<file path="src/rtl/hazard_stall_controller.sv">
// Pipeline hazard stall/flush controller with multiplier start/busy/done sequencer.
// Optional stall-cycle performance counter enabled by defining HAZARD_PERF_CNT_EN.
module hazard_stall_controller #(
    parameter int MULT_LATENCY = 4,
    parameter int CNT_W        = 32
) (
    input  logic             clk,
    input  logic             arst,
    input  logic [4:0]       RS1__IF_ID,
    input  logic [4:0]       RS2__IF_ID,
    input  logic [4:0]       RD__ID_EX,
    input  logic             mem_read_ID_EX,
    input  logic [4:0]       RD__EX_MEM,
    input  logic             mem_2_reg_EX_MEM,
    input  logic             mult_ID_EX,
    input  logic             branch_taken_EX,
    output logic             pc_write,
    output logic             IF_ID_write,
    output logic             IF_ID_flush,
    output logic             ID_EX_hold,
    output logic             ID_EX_bubble,
    output logic             EX_MEM_bubble,
    output logic             mult_start,
    output logic             mult_busy,
    output logic             mult_done
`ifdef HAZARD_PERF_CNT_EN
    ,
    output logic [CNT_W-1:0] stall_cycles
`endif
);

    typedef enum logic {IDLE = 1'b0, BUSY = 1'b1} state_t;

    state_t     state_q, state_d;
    logic [3:0] cnt_q, cnt_d;
    logic       hold;
    logic       lu_a, lu_b;

    always_ff @(posedge clk or posedge arst) begin
        if (arst) begin
            state_q <= IDLE;
            cnt_q   <= 4'd0;
        end else begin
            state_q <= state_d;
            cnt_q   <= cnt_d;
        end
    end

    always_comb begin
        state_d = state_q;
        cnt_d   = cnt_q;
        case (state_q)
            IDLE: if (mult_ID_EX) begin
                state_d = BUSY;
                cnt_d   = 4'(MULT_LATENCY - 2);
            end
            BUSY: if (cnt_q != 4'd0) cnt_d = cnt_q - 4'd1;
                  else state_d = IDLE;
            default: state_d = IDLE;
        endcase
    end

    assign hold = ((state_q == IDLE) && mult_ID_EX) || ((state_q == BUSY) && (cnt_q != 4'd0));

    // Loads forward only from MEM/WB, so a consumer in ID waits for both EX and MEM.
    assign lu_a = mem_read_ID_EX && (RD__ID_EX != 5'd0) &&
                  ((RD__ID_EX == RS1__IF_ID) || (RD__ID_EX == RS2__IF_ID));
    assign lu_b = mem_2_reg_EX_MEM && (RD__EX_MEM != 5'd0) &&
                  ((RD__EX_MEM == RS1__IF_ID) || (RD__EX_MEM == RS2__IF_ID));

    always_comb begin
        pc_write      = 1'b1;
        IF_ID_write   = 1'b1;
        IF_ID_flush   = 1'b0;
        ID_EX_hold    = 1'b0;
        ID_EX_bubble  = 1'b0;
        EX_MEM_bubble = 1'b0;
        mult_start    = (state_q == IDLE) && mult_ID_EX;
        mult_busy     = hold;
        mult_done     = (state_q == BUSY) && (cnt_q == 4'd0);
        if (hold) begin
            pc_write      = 1'b0;
            IF_ID_write   = 1'b0;
            ID_EX_hold    = 1'b1;
            EX_MEM_bubble = 1'b1;
        end else if (branch_taken_EX && !mult_ID_EX) begin
            // A multiply in EX overrides a simultaneously asserted branch.
            IF_ID_flush  = 1'b1;
            ID_EX_bubble = 1'b1;
        end else if (lu_a || lu_b) begin
            pc_write     = 1'b0;
            IF_ID_write  = 1'b0;
            ID_EX_bubble = 1'b1;
        end
    end

`ifdef HAZARD_PERF_CNT_EN
    logic [CNT_W-1:0] stall_q, stall_d;

    always_comb begin
        stall_d = stall_q;
        if (!pc_write && (stall_q != {CNT_W{1'b1}})) stall_d = stall_q + CNT_W'(1);
    end

    always_ff @(posedge clk or posedge arst) begin
        if (arst) stall_q <= '0;
        else      stall_q <= stall_d;
    end

    assign stall_cycles = stall_q;
`endif

endmodule

</file>
<file path="config.mk">
export PLATFORM = sky130hd
export DESIGN_NAME = hazard_stall_controller
export DESIGN_NICKNAME = d
export VERILOG_FILES = /design/src/rtl/hazard_stall_controller.sv
export SDC_FILE = /design/constraint.sdc
export NUM_CORES = 1
export LEC_CHECK = 0
export BUFFER_PORTS_ARGS = -buffer_cell sky130_fd_sc_hd__buf_2
export CAP_MARGIN = 20
export CORE_MARGIN = 3
export CORE_UTILIZATION = 33
export DETAILED_ROUTE_END_ITERATION = 10
export PLACE_DENSITY = 0.74
export SKIP_LAST_GASP = 1
export SLEW_MARGIN = 40
export SYNTH_ARGS = -nofsm -noshare
export SYNTH_HDL_FRONTEND = slang
export SYNTH_SLANG_ARGS = --single-unit
</file>
<file path="constraint.sdc">
create_clock -name clk -period 1.74 [get_ports clk]
set_input_delay 0.348 -clock clk [delete_from_list [all_inputs] [get_ports clk]]
set_output_delay 0.348 -clock clk [all_outputs]
set_load 0.05 [all_outputs]
</file>
### Word level (Yosys, flattened, before mapping)

Index checks and enable logic that the tools add are counted.

* register bits after elaboration: 5
* word-level logic and storage cells: 43

* bitwise logic cells: 1
* equality and inequality tests: 6
* mux-type cells: 15
* reduce and logical (&&, ||, !) cells: 18
* add/sub/neg operators: 1

Operators by type and width (number)
* 5-bit equality test: 4
* 1-bit two-way mux: 11
* 5-bit nonzero test: 2
* 1-bit logical AND: 8
* 4-bit two-way mux: 2
* 4-bit one-hot mux with 2 select lines: 1
* 4-bit zero test: 1
* 1-bit logical OR: 4
* 4-bit nonzero test: 1
* 4-bit by 1-bit subtractor with 4-bit output, second input constant: 1
* 2-bit by 1-bit != test with 1-bit output, second input constant: 1
* 2-bit != test, second input constant: 1
* 1-bit one-hot mux with 2 select lines: 1
* 2-bit AND reduction: 1
* 1-bit zero test: 1
* 1-bit inverter: 1

### Longest topological paths before layout

Gate-level depths: netlist (run 1).

* depth in word-level cells: 7
* depth in mapped cells: 8

### Worst setup path after synthesis (run 1)

OpenSTA, ideal clock, no wires.

* path kind: flip-flop to output port
* from: reg cnt_q[0]
* to: out pc_write
* stages on the path, launching flop included: 8
* setup slack: -1.077 ns
* required time: 1.392 ns
* arrival: 2.469 ns
* cell sequence: dfrtp_1 -> inv_1 -> ha_1 -> nand4bb_2 -> o21ai_0 -> inv_1 -> o21bai_1 -> buf_4

* word-level cells in the longest chain between the ends: 4

Ends and longest elaborated chain
* start, declared: line 35 `logic [3:0] cnt_q, cnt_d;`
* start signal, assigned: line 45 `cnt_q <= cnt_d;`
* 4-bit nonzero test: line 63 `assign hold = ((state_q == IDLE) && mult_ID_EX) || ((state_q == BUSY) && (cnt_q != 4'd0));`
* 1-bit logical AND: line 63
* 1-bit logical OR: line 63
* 1-bit two-way mux
* end, declared: line 17 `output logic pc_write,`

Every way passes these cells.

### Final worst setup path (run 1)

* from: in RD__EX_MEM[2]
* to: out ID_EX_bubble

* word-level cells in the longest chain between the ends: 7

Ends and longest elaborated chain
* start, declared: line 13 `input logic [4:0] RD__EX_MEM,`
* 5-bit equality test / 5-bit nonzero test (equally long branches): line 69, 68
* 1-bit logical OR / 1-bit logical AND (equally long branches): line 69, 68
* 1-bit logical AND *: line 68 `assign lu_b = mem_2_reg_EX_MEM && (RD__EX_MEM != 5'd0) &&`
* 1-bit logical OR *: line 90 `end else if (lu_a || lu_b) begin`
* 1-bit two-way mux *: line 90
* 1-bit two-way mux *: line 86 `end else if (branch_taken_EX && !mult_ID_EX) begin`
* 1-bit two-way mux *: line 81 `if (hold) begin`
* end, declared: line 21 `output logic ID_EX_bubble,`

Every way passes the cells marked *; elsewhere a longest branch is shown, timed or not.

==> flow_summary.toml, run 1 <==
[status]
run_status = "finished with violations"
violations = "setup timing"

[final_layout]
antenna_cells = 0
nets = 150
multi_input_area_sq_um = 463
syn_to_final_growth_pct = 88.5
drive_gt1_frac = 0.579
seq_area_sq_um = 125
final_area_sq_mm = 0.00105
nFillCells = 133

[power]
powerDensity_mw_per_mm2 = 1540
p_seq_frac = 0.149
switching_share = 0.477
vdd_drop_max_mv = 1.22
p_clk_frac = 0.082
total_power_mw = 1.62
p_sw_mw = 0.772
p_leak_nw = 0.535
p_comb_frac = 0.769
intPower_mw = 0.848

[critical_path]
path_delay_family = "simple AND/OR/NAND/NOR gates"
worst_path_max_delay_cell = "or4_4"
crit_path_end_kind = "output pin"
critPathKind = "input port to output pin"
arrival_ns = 1.63
cp_max_fo = 3
reg2reg_from = "cnt_q[0]"
worst-path-buf-inv = 2
crit_chain = "buf_6 > or4_4 > o21ai_2 > o22ai_2 > a21o_2 > buf_8"
reg2regPathDepth = 8
rrSetupSlack_ns = 0.22
critPathLaunchType = "input port"
crit_path_max_incr_delay_ns = 0.53
cp_data_required_time_ns = 1.39
regToRegEndpoint = "cnt_q[3]"

[drt]
wl_per_cell_microns = 12.8
vias = 662
avgViaCountPerCell = 4.83
drc_errors = 0
wl_mm = 1.75
drt_iter0_drc = 5
postRouteAntennaNets = 0
dr.pass1.iters = 4

[place]
gp_congestion = 0.835
dp_hpwl_mm = 1.35
numPortBuffers = 34
place_ws_ns = -0.358
place_area_sq_um = 846

[synth]
synth_area_per_cell_sq_um = 8.31
ys_ff_latch = 5
async_reset_ff_frac = 1.00
synth_area_leader_cell = "xor2_1"
yosysTopAreaCellShare = 0.330
yosysMostFrequentCell = "xor2_1"
ys_seq_area_frac = 0.225
syn_area_sq_um = 557
yosysWarnings = 0
synth_ff_type = "dfrtp_1"
synth_area_leaders = "xor2_1 33%, dfrtp_1 22%, nor2_1 4.7%, ha_1 4.5%, buf_4 4.0%"
synth_nets = 95
synth_commonest_cells = "21 x xor2_1, 7 x nor2_1, 5 x dfrtp_1, 5 x inv_1, 4 x nor3_1"
synth_edf_count = 0
yosysUniqueCellTypes = 21
syn_inst = 67

[hold_path]
holdCritStartpoint = "mult_ID_EX"
hold_depth = 3
hold_end = "cnt_q[2]"
hold_path.class = "input port to register"

[timing]
whs_ns = 0.522
rsz0062_at_grt = "true"
period_minus_slack_ns = 1.97
hold_violations = 0
clock_skew_ns = 0.00555
finalWorstSetupSlack_ns = -0.235
final.period_utilization = 1.14
setup_violations = 7
fmax_mhz = 506
slew-limit-headroom = 0.779
tightestPinTransition_ns = 0.329
drv_slew = 0

[floorplan]
die_y_microns = 47.1
die_area_sq_mm = 0.00222
start_util = 0.361
fp.coreArea_sq_mm = 0.00154
fp.dieW_microns = 47.1
io_pins = 35
std_cell_rows = 14

[clocking]
tritoncts = "built"
clkTransAtPathRegs_ns = 0.04
cts_buffer_depth = 2
cts.sinks = 5
cts_root_buffer = "clkbuf_4"
numCtsBuffers = 3
clock_latency_ns = 0.24
htree_num_levels = 1

[global_routing]
grt_pass1_wl_mm = 2.53
grt_max_degree = 6
grt_pass1_vias = 645
grt-ovfl-total = 0
antenna_found_initial = 0
track_usage = 0.164

[flow_run]
maxCapViolations = 0
[metrics by stage]
| step | util | setup TNS, ns | std cells |
|---|---|---|---|
| after floorplan | - | -0.436 | 67 |
| after global placement | 0.549 | -0.883 | 128 |
| after detailed placement | 0.549 | -1.19 | 128 |
| after CTS | 0.679 | -0.991 | 137 |
| after global routing | 0.681 | -1.57 | 137 |
| final | 0.681 | -0.977 | 137 |
[worst max-delay path by stage]
stage              endpoint     startpoint  slack, ns  cells after the start
2_1_floorplan      pc_write  RD__EX_MEM[1]      -0.29                      5
3_3_place_gp   ID_EX_bubble  RS2__IF_ID[0]      -0.30                      7
3_5_place_dp   ID_EX_bubble   RD__ID_EX[3]      -0.36                      7
4_1_cts        ID_EX_bubble  RD__EX_MEM[2]      -0.23                      6
5_1_grt         IF_ID_write       cnt_q[1]      -0.29                      7
6_report       ID_EX_bubble  RD__EX_MEM[2]      -0.23                      6
[cells in the final DEF (no fill, tap or decap)]
| master | n |
|---|---|
| buf_2 | 25 |
| xor2_1 | 21 |
| buf_4 | 17 |
| nor2_1 | 7 |
| dfrtp_1 | 5 |
| buf_6 | 5 |
| buf_8 | 5 |
| nor3_1 | 4 |
| clkbuf_4 | 3 |
| nand2_1 | 2 |
| inv_2 | 2 |
| inv_1 | 2 |
| a22oi_1 | 2 |
| or4_4 | 2 |
| o21ai_2 | 2 |
| nor2b_1 | 1 |
| nand4bb_4 | 1 |
| o21ai_4 | 1 |
| inv_4 | 1 |
| nand2_2 | 1 |
| o21ai_0 | 1 |
| a31oi_1 | 1 |
| o22ai_2 | 1 |
| and3b_2 | 1 |
| o21bai_4 | 1 |
| a21o_2 | 1 |
| nor4_1 | 1 |
| xnor2_1 | 1 |
| ha_1 | 1 |
| ha_4 | 1 |
| clkbuf_1 | 1 |
| dlygate4sd3_1 | 1 |
[flip-flops by register name (all words and copies together), names as in the netlist]
signal   cells
cnt_q        4
state_q      1
[timing repair]
action | in CTS | in global routing
hold buffers | 1 | 0
endpoints found under the setup margin | 8 | 8
hold endpoints to repair | 5 | 0
resized for setup | 36 | 1
buffers inserted | 4 | 0
pin swaps | 8 | 0
[logic make-up after synthesis]
kind of cell	after synthesis	share of synthesized area
xor gates and xnor gates	22	0.346
and+or+nand+nor	20	0.198
AOI/OAI and AO/OA	10	0.112
buffers and inverters	8	0.0742
DFF	5	0.225
adders and majority gates	2	0.0449
[final cells by class]
class	count	area share
Tap cell	16	0.0191
Multi-Input combinational cell	54	0.441
Sequential cell	5	0.119
Inverter	5	0.0203
Timing Repair Buffer	53	0.375
Clock buffer	4	0.0250
[layer usage]
layer	routed length (microns)	global-route usage
met1	620	0.153
met2	928	0.341
met3	156	0.0153
met4	42	0.0829
met5	0	0
[power by group through the flow]
| stage | Clock [mW] | Combinational, mW | Sequential [mW] |
|---|---|---|---|
| final | 0.133 | 1.25 | 0.241 |
| after floorplan | 0 | 0.666 | 0.222 |
| after detailed placement | 0 | 0.934 | 0.225 |
| after global placement | 0 | 0.909 | 0.219 |
| after CTS | 0.140 | 1.24 | 0.239 |
| after global routing | 0.147 | 1.32 | 0.253 |
[worst reg2reg max path, cell delays in order, from the launching register on]
cell and delay, ns:
dfrtp_1 0.35, inv_2 0.06, ha_4 0.16, nand4bb_4 0.11, o21ai_4 0.09, buf_4 0.15, nor4_1 0.25, xnor2_1 0.17
nor2_1 0.06
No activity file was read; power rests on OpenSTA's default activity.
==> run 2: changes to the inputs <==
--- a/config.mk
+++ b/config.mk
@@ -7,10 +7,13 @@
 export LEC_CHECK = 0
 export BUFFER_PORTS_ARGS = -buffer_cell sky130_fd_sc_hd__buf_2
 export CAP_MARGIN = 20
+export CELL_PAD_IN_SITES_DETAIL_PLACEMENT = 1
+export CELL_PAD_IN_SITES_GLOBAL_PLACEMENT = 1
 export CORE_MARGIN = 3
-export CORE_UTILIZATION = 33
+export CORE_UTILIZATION = 25
+export CTS_CLUSTER_SIZE = 10
 export DETAILED_ROUTE_END_ITERATION = 10
-export PLACE_DENSITY = 0.74
+export PLACE_DENSITY = 0.71
 export SKIP_LAST_GASP = 1
 export SLEW_MARGIN = 40
 export SYNTH_ARGS = -nofsm -noshare
==> flow_summary.toml, run 2 (synthesized netlist as in run 1, its figures left out) <==
[power]
vdd_drop_max_mv = 0.991
total_power_mw = 1.61
powerDensity_mw_per_mm2 = 1520
p_leak_nw = 0.530

[timing]
period_minus_slack_ns = 1.97
rsz0062_at_grt = "true"
clock_skew_ns = 0.00246
slew-limit-headroom = 0.715
setup_violations = 7
tightestPinTransition_ns = 0.424
fmax_mhz = 506
finalWorstSetupSlack_ns = -0.234
final.period_utilization = 1.13
hold_violations = 0
drv_slew = 0

[critical_path]
reg2reg_from = "cnt_q[0]"
critPathKind = "input port to output pin"
rrSetupSlack_ns = 0.10
crit_path_end_kind = "output pin"
cp_data_required_time_ns = 1.39
arrival_ns = 1.63
reg2regPathDepth = 10
critPathLaunchType = "input port"
regToRegEndpoint = "cnt_q[2]"
cp_max_fo = 2

[final_layout]
instances_no_fill = 146
final_cell_mix = "24 x buf_2, 21 x xor2_1, 15 x buf_4, 7 x nor2_1, 7 x buf_8"
largest_reg_flops = 4
final_common_cell = "buf_2"
largest-register = "cnt_q"
drive_gt1_frac = 0.571
reg_top3 = "cnt_q x4, state_q x1"
syn_to_final_growth_pct = 90.8
nFillCells = 253
antenna_cells = 0
postLayoutCoreUtil = 0.520
final_area_sq_mm = 0.00106
nets = 148

[global_routing]
grt-ovfl-total = 0
grt_pass1_vias = 741
grt_max_degree = 8
grtUsageMet3 = 0.0282
track_usage = 0.158
use_met2 = 0.322
antenna_found_initial = 0
use_met1 = 0.144
top_usage_layer = "met2"
grt_pass1_wl_mm = 3.20

[place]
numPortBuffers = 34
gp_congestion = 0.802
dp_hpwl_mm = 1.60
place_ws_ns = -0.369
dp_cells = 138
place_area_sq_um = 852

[clocking]
numCtsBuffers = 3
cts_buffer_depth = 2
clkTransAtPathRegs_ns = 0.04
clock_latency_ns = 0.24
htree_num_levels = 1
cts.sinks = 5
cts_root_buffer = "clkbuf_4"
tritoncts = "built"

[drt]
postRouteAntennaNets = 0
avgViaCountPerCell = 4.53
drt_iter0_drc = 1
wl_per_cell_microns = 14.2
dr.pass1.iters = 2
vias = 661
drc_errors = 0
wl_mm = 2.08

[floorplan]
start_util = 0.273
fp.dieW_microns = 53.2
fp.coreArea_sq_mm = 0.00204
io_pins = 35
std_cell_rows = 16
die_area_sq_mm = 0.00283
die_y_microns = 53.2

[flow_run]
maxCapViolations = 0

[hold_path]
hold_path.class = "input port to async pin"

[status]
run_status = "finished with violations"
violations = "setup timing"
-- run 2: changes by cell type in the layout (fill, tap and decap cells not counted) --
| cell | before | now |
|---|---|---|
| buf_4 | 17 | 15 |
| buf_8 | 5 | 7 |
| buf_6 | 5 | 4 |
| buf_2 | 25 | 24 |
-- run 2: per-stage QoR --
stage | hold WS (ns) | setup TNS, ns
after floorplan | 0.127 | -0.436
after global placement | 0.252 | -1.05
after detailed placement | 0.252 | -1.24
after CTS | 0.531 | -1.05
after global routing | 0.539 | -1.53
final | 0.541 | -1.02
-- run 2: power by group --
| group | leakage [nW] | total [mW] | internal (mW) | switching [mW] |
|---|---|---|---|---|
| Combinational | 0.458 | 1.24 | 0.559 | 0.685 |
| Sequential | 0.0570 | 0.238 | 0.180 | 0.0579 |
| Clock | 0.0150 | 0.133 | 0.0866 | 0.0461 |
| Total | 0.530 | 1.61 | 0.826 | 0.789 |
-- run 2: worst max path at each step --
stage,from,end,slack [ns],depth (start not counted)
2_1_floorplan,RD__EX_MEM[1],pc_write,-0.29,5
3_3_place_gp,RD__ID_EX[1],ID_EX_bubble,-0.34,6
3_5_place_dp,RD__ID_EX[1],IF_ID_write,-0.37,6
4_1_cts,RD__ID_EX[4],ID_EX_bubble,-0.24,6
5_1_grt,cnt_q[0],pc_write,-0.29,7
6_report,RD__ID_EX[4],ID_EX_bubble,-0.23,6
-- run 2: layer usage --
layer  routed length, microns  vias up
met5                        0        -
met4                       38        0
met3                      199        4
met2                     1130       32
met1                      703      298
li1                         -      327
-- run 2: what timing repair did --
| action | in CTS | in global routing |
|---|---|---|
| buffers inserted | 1 | 2 |
| pin swaps | 8 | 1 |
| resized for setup | 36 | 5 |
| endpoints found under the hold margin | 5 | 0 |
| endpoints found under the setup margin | 8 | 8 |
| hold buffers | 1 | 0 |
-- run 2: area by class of cell --
class,count,area [sq um],share of cell area
Clock buffer,4,26.3,0.0247
Inverter,5,21.3,0.0200
Multi-Input combinational cell,54,463,0.436
Sequential cell,5,125,0.118
Tap cell,27,33.8,0.0318
Timing Repair Buffer,51,393,0.370
-- run 2: critical path: stages --
cell	delay (ns)
buf_8	0.10
or4_4	0.53
o21ai_2	0.17
o22ai_2	0.12
a21o_2	0.21
buf_8	0.15
